<file path="config.mk">
export PLATFORM = sky130hd
export DESIGN_NAME = poly_coeff_serializer
export DESIGN_NICKNAME = d
export VERILOG_FILES = /design/src/rtl/en_de_pkg.sv /design/src/rtl/poly_csum_acc.sv /design/src/rtl/poly_coeff_serializer.sv
export SDC_FILE = /design/constraint.sdc
export NUM_CORES = 1
export LEC_CHECK = 0
export ABC_AREA = 1
export CORE_UTILIZATION = 35
export CTS_BUF_LIST = sky130_fd_sc_hd__clkbuf_8 sky130_fd_sc_hd__clkbuf_16
export DETAILED_ROUTE_END_ITERATION = 10
export PLACE_DENSITY = 0.69
export RECOVER_POWER = 25
export SETUP_SLACK_MARGIN = 0.4
export SLEW_MARGIN = 40
export SYNTH_ARGS = -nofsm -noshare
export SYNTH_HDL_FRONTEND = slang
export SYNTH_SLANG_ARGS = --single-unit
</file>
<file path="constraint.sdc">
create_clock -name clk -period 25.7 [get_ports clk]
set_clock_uncertainty 0.15 [all_clocks]
set_input_delay 2.57 -clock clk [delete_from_list [all_inputs] [get_ports clk]]
set_output_delay 2.57 -clock clk [all_outputs]
set_load 0.1 [all_outputs]
</file>
<file path="src/rtl/en_de_pkg.sv">
`default_nettype none
// ============================================================================
// Module      : en_de_pkg
// Description : Frame geometry and state encoding shared by the encoder,
//               decoder and coefficient serializer.
// Revision    : 1.0 - initial release
// ============================================================================
package en_de_pkg;

  typedef enum logic [1:0] {
    IDLE = 2'd0,
    SEND = 2'd1,
    CSUM = 2'd2
  } state_t;

  function automatic int calc_num_coeff(input int data_size, input int scale_factor);
    return data_size + scale_factor;
  endfunction

  // One extra code point is reserved for the trailing checksum beat.
  function automatic int calc_idx_width(input int num_coeff);
    return $clog2(num_coeff + 1);
  endfunction

endpackage
`default_nettype wire

</file>
<file path="src/rtl/poly_csum_acc.sv">
`default_nettype none
// ============================================================================
// Module      : poly_csum_acc
// Description : Running modulo-2^POLY_SIZE sum of accepted coefficients.
// Revision    : 1.0 - initial release
// ============================================================================
module poly_csum_acc #(
  parameter int POLY_SIZE = 16
) (
  input  logic                 clk,
  input  logic                 reset,
  input  logic                 clear,
  input  logic                 enable,
  input  logic [POLY_SIZE-1:0] addend,
  output logic [POLY_SIZE-1:0] sum
);

  logic [POLY_SIZE-1:0] r_sum;

  // Carry out of the top bit is intentionally discarded.
  always_ff @(posedge clk or posedge reset) begin
    if (reset) begin
      r_sum <= '0;
    end else if (clear) begin
      r_sum <= '0;
    end else if (enable) begin
      r_sum <= r_sum + addend;
    end
  end

  assign sum = r_sum;

endmodule
`default_nettype wire

</file>
<file path="src/rtl/poly_coeff_serializer.sv">
`default_nettype none
// ============================================================================
// Module      : poly_coeff_serializer
// Description : Buffers one encoded frame and streams its coefficients one
//               per beat, followed by a modular checksum beat.
// Revision    : 1.0 - initial release
// ============================================================================
module poly_coeff_serializer
  import en_de_pkg::*;
#(
  parameter  int DATA_SIZE    = 16,
  parameter  int POLY_SIZE    = 16,
  parameter  int SCALE_FACTOR = 2,
  localparam int NUM_COEFF    = calc_num_coeff(DATA_SIZE, SCALE_FACTOR),
  localparam int FRAME_W      = NUM_COEFF * POLY_SIZE,
  localparam int IDX_W        = calc_idx_width(NUM_COEFF)
) (
  input  logic                 clk,
  input  logic                 reset,
  input  logic [FRAME_W-1:0]   in_frame,
  input  logic                 in_valid,
  output logic                 in_ready,
  output logic [POLY_SIZE-1:0] out_data,
  output logic                 out_valid,
  input  logic                 out_ready,
  output logic [IDX_W-1:0]     out_idx,
  output logic                 out_last
);

  localparam logic [IDX_W-1:0] c_last_idx = IDX_W'(NUM_COEFF - 1);
  localparam logic [IDX_W-1:0] c_csum_idx = IDX_W'(NUM_COEFF);

  state_t               r_state;
  logic [IDX_W-1:0]     r_idx;
  logic                 r_out_valid;
  logic                 r_out_last;
  logic                 r_in_ready;
  logic [POLY_SIZE-1:0] r_coeff    [NUM_COEFF];
  logic [POLY_SIZE-1:0] w_coeff_in [NUM_COEFF];

  logic                 w_in_hs;
  logic                 w_out_hs;
  logic [IDX_W-1:0]     w_sel;
  logic [POLY_SIZE-1:0] w_cur_coeff;
  logic [POLY_SIZE-1:0] w_sum;
  logic [POLY_SIZE-1:0] w_out_data;

  generate
    for (genvar k = 0; k < NUM_COEFF; k++) begin : g_unpack
      assign w_coeff_in[k] = in_frame[k*POLY_SIZE +: POLY_SIZE];
    end
  endgenerate

  // r_in_ready is only ever high in IDLE, so it doubles as the state qualifier.
  assign w_in_hs  = in_valid & r_in_ready;
  assign w_out_hs = r_out_valid & out_ready;

  // Clamp keeps the buffer read in range while the index points at the checksum.
  assign w_sel       = (r_idx > c_last_idx) ? c_last_idx : r_idx;
  assign w_cur_coeff = r_coeff[w_sel];

  poly_csum_acc #(
    .POLY_SIZE (POLY_SIZE)
  ) u_csum (
    .clk    (clk),
    .reset  (reset),
    .clear  (w_in_hs),
    .enable (w_out_hs && (r_state == SEND)),
    .addend (w_cur_coeff),
    .sum    (w_sum)
  );

  always_ff @(posedge clk or posedge reset) begin
    if (reset) begin
      r_state     <= IDLE;
      r_idx       <= '0;
      r_out_valid <= 1'b0;
      r_out_last  <= 1'b0;
      r_in_ready  <= 1'b0;
      for (int k = 0; k < NUM_COEFF; k++) begin
        r_coeff[k] <= '0;
      end
    end else begin
      case (r_state)
        IDLE: begin
          r_in_ready <= 1'b1;
          if (w_in_hs) begin
            r_coeff     <= w_coeff_in;
            r_idx       <= '0;
            r_out_valid <= 1'b1;
            r_in_ready  <= 1'b0;
            r_state     <= SEND;
          end
        end
        SEND: begin
          if (w_out_hs) begin
            if (r_idx == c_last_idx) begin
              r_idx      <= c_csum_idx;
              r_out_last <= 1'b1;
              r_state    <= CSUM;
            end else begin
              r_idx <= r_idx + 1'b1;
            end
          end
        end
        CSUM: begin
          if (w_out_hs) begin
            r_idx       <= '0;
            r_out_valid <= 1'b0;
            r_out_last  <= 1'b0;
            r_in_ready  <= 1'b1;
            r_state     <= IDLE;
          end
        end
        default: begin
          r_idx       <= '0;
          r_out_valid <= 1'b0;
          r_out_last  <= 1'b0;
          r_in_ready  <= 1'b0;
          r_state     <= IDLE;
        end
      endcase
    end
  end

  always_comb begin
    w_out_data = '0;
    case (r_state)
      SEND:    w_out_data = w_cur_coeff;
      CSUM:    w_out_data = w_sum;
      default: w_out_data = '0;
    endcase
  end

  assign in_ready  = r_in_ready;
  assign out_data  = w_out_data;
  assign out_valid = r_out_valid;
  assign out_idx   = r_idx;
  assign out_last  = r_out_last;

endmodule
`default_nettype wire

</file>
==> impl_metrics.json <==
{
  "status": "finished with violations",
  "violations": "max-capacitance violations, max-slew violations",
  "reg2reg_from": "out_idx[1]$_DFFE_PP0P_",
  "ys.flop_type": "dfrtp_1",
  "yosysTopAreaCell": "dfrtp_1",
  "arrival_ps": 8130,
  "p_int_mw": 1.29,
  "pwr-share-comb_pct": 39.4,
  "fin_area_um2": 20200,
  "core.rowCount": 77,
  "root_buffer": "clkbuf_16",
  "cap_violations": 3,
  "synth-edff-count": 0,
  "area.growth.synth_to_final_pct": 29.3,
  "postCtsSetupRepairBufs": 0,
  "grt_pass1_wl_um": 83200,
  "leakage_nw": 9.72,
  "cts-buffers-inserted": 36,
  "min_path_type": "flip-flop to flip-flop",
  "n_antenna_cell": 0,
  "post-route-min-period_ps": 8790,
  "drtIter0Drc": 1278,
  "rsz0062_at_grt": "false",
  "rr_worst_depth": 24,
  "start_kind": "input port",
  "ioPinCount": 316,
  "power.switching_mw": 0.959,
  "synth_warnings": 0,
  "post-synth-top-count-cell": "nand2_1",
  "gr-total-overflow": 0,
  "avgSynthCellArea_um2": 7.61,
  "track_usage_pct": 23.8,
  "yosys_register_bits": 314,
  "cts.repair.resized": 0,
  "h-tree-depth": 2,
  "fin_nets": 2611,
  "maxSlewViolCount": 226,
  "die_y_um": 213,
  "holdPathStages": 2,
  "crit_path_end_kind": "asynchronous set/reset pin",
  "placed_cell_area_um2": 19000,
  "reg2reg_to": "u_csum.sum[13]$_DFFE_PP0P_",
  "fin_crit_sh_pct": 34.2,
  "cellPowerDensity_nw_per_um2": 111,
  "clk_latency_ps": 550,
  "synth_commonest_cells": "975 x nand2_1, 314 x dfrtp_1, 185 x nand3_1",
  "vdd_drop_max_mv": 0.0494,
  "grt_max_degree": 137,
  "die_w_um": 213,
  "dr.pass1.iters": 6,
  "antenna_left": 0,
  "ys_seq_area_share_pct": 50.2,
  "coreArea_um2": 44100,
  "antenna_found_initial": 0,
  "slew_headroom_pct": -224,
  "worst_pin_slew_ps": 4850,
  "async_reset_ff_share_pct": 100,
  "drt-total-wl_um": 53500,
  "hold_buffers": 0,
  "syn_area_um2": 15700,
  "endpoint": "r_coeff[73]$_DFFE_PP0P_",
  "drcViolationCount": 0,
  "synth_fp_nets": 2373,
  "clkPwrFrac_pct": 23.1,
  "total_power_mw": 2.25,
  "cts_tree": "built",
  "ys_types": 41,
  "clk_path_buf_depth": 3,
  "synthCells": 2058,
  "reg2reg_slack_ps": 19680,
  "synth_top_area_share_pct": 50.2,
  "power.share.sequential_pct": 37.5,
  "fmax_ghz": 0.114,
  "sw_frac_of_total_pct": 42.5,
  "grt_pass1_vias": 14800,
  "hold_violations": 0,
  "finalSetupTns_ps": 0,
  "drive_gt1_share_pct": 5.12,
  "finalWeightedCongestion": 0.875,
  "num_vias": 14700,
  "start_util_pct": 35.5,
  "setup-violations-final": 0,
  "crit_start": "reset",
  "dieArea_um2": 45600,
  "dp_hpwl_um": 38800,
  "path_max_fanout": 87,
  "path_clk_slew_ps": 60,
  "cts.sinks": 314,
  "synth_area_leaders": "dfrtp_1 50%, nand2_1 23%, nand3_1 5.9%, o211ai_1 4.3%, o21ai_0 3.4%",
  "fin_util_pct": 45.9,
  "critPathKind": "input port to asynchronous set/reset pin",
  "io_buffers": 315,
  "wl_per_cell_um": 18.4,
  "via_per_inst": 5.04,
  "crit_required_ps": 25040
}
## worst max-delay path: stages
cell and delay (ps):
dlygate4sd3_1 550, clkinvlp_2 1420, clkbuf_1 3490
## routing by layer
metal  wire (um)  share of wire (%)  track usage [%]  up-vias
li1            -                  -                -     7061
met1       23400                 44             32.0     7015
met2       24700                 46             38.3      500
met3        2980                5.6             2.71      107
met4        2440                4.6             10.9        0
met5           0                  0                0        -
## registers in the layout, summed over array words and instances (netlist names)
| register | cells |
|---|---|
| r_state | 2 |
| out_valid | 1 |
| in_ready | 1 |
| out_last | 1 |
| u_csum.sum | 16 |
| out_idx | 5 |
| r_coeff | 288 |
## how the worst min path moves through the flow
stage,start,endpoint
6_report,r_coeff[227]$_DFFE_PP0P_,r_coeff[227]$_DFFE_PP0P_
5_1_grt,r_coeff[155]$_DFFE_PP0P_,r_coeff[155]$_DFFE_PP0P_
4_1_cts,r_coeff[227]$_DFFE_PP0P_,r_coeff[227]$_DFFE_PP0P_
3_5_place_dp,r_coeff[170]$_DFFE_PP0P_,r_coeff[170]$_DFFE_PP0P_
3_3_place_gp,r_coeff[235]$_DFFE_PP0P_,r_coeff[235]$_DFFE_PP0P_
2_1_floorplan,r_coeff[100]$_DFFE_PP0P_,r_coeff[100]$_DFFE_PP0P_
## cells in the final DEF (no fill, tap or decap), types with 12 or more instances in the layout
| cell | count |
|---|---|
| o21ai_2 | 12 |
| buf_2 | 24 |
| inv_1 | 125 |
| o211ai_1 | 89 |
| nand3_1 | 185 |
| nor2_1 | 31 |
| ha_1 | 21 |
| nand2_1 | 975 |
| clkdlybuf4s50_1 | 290 |
| a21oi_1 | 37 |
| dfrtp_1 | 313 |
| o21ai_0 | 107 |
| clkbuf_16 | 36 |
## kinds of logic after synthesis
kind of cell | Yosys count | share of synthesized area, %
and+or+nand+nor | 1208 | 30.9
DFF | 314 | 50.2
AOI/OAI and AO/OA | 260 | 10.3
buffers and inverters | 249 | 6.56
adders and majority gates | 23 | 1.89
xor gates and xnor gates | 3 | 0.168
muxes | 1 | 0.0719
## area by class of cell
cell class / instances / area (um^2)
sequential: 314 / 7860
timing repair buffer: 325 / 3140
clock buffer: 44 / 1010
multi-input combinational: 1495 / 6810
tap: 592 / 741
inverter: 124 / 474
fill: 4392 / 23900
clock inverter: 20 / 204
## power by group through the flow
stage	registers, mW	clock network (mW)	logic (mW)
floorplan	0.817	0	0.622
global placement	0.845	0	0.882
detailed placement	0.847	0	0.885
CTS	0.841	0.528	0.890
global route	0.863	0.550	1.00
finish	0.845	0.520	0.889
## per-stage QoR
| step | setup slack (ps) | hold WS [ps] | instances |
|---|---|---|---|
| detailed placement | 18470 | 309 | 2849 |
| global placement | 17880 | 306 | 2848 |
| global route | 15650 | 340 | 2914 |
| CTS | 17900 | 323 | 2913 |
| floorplan | 14290 | 292 | 2058 |
| finish | 16910 | 319 | 2914 |
(Power assumes the default switching activity.)
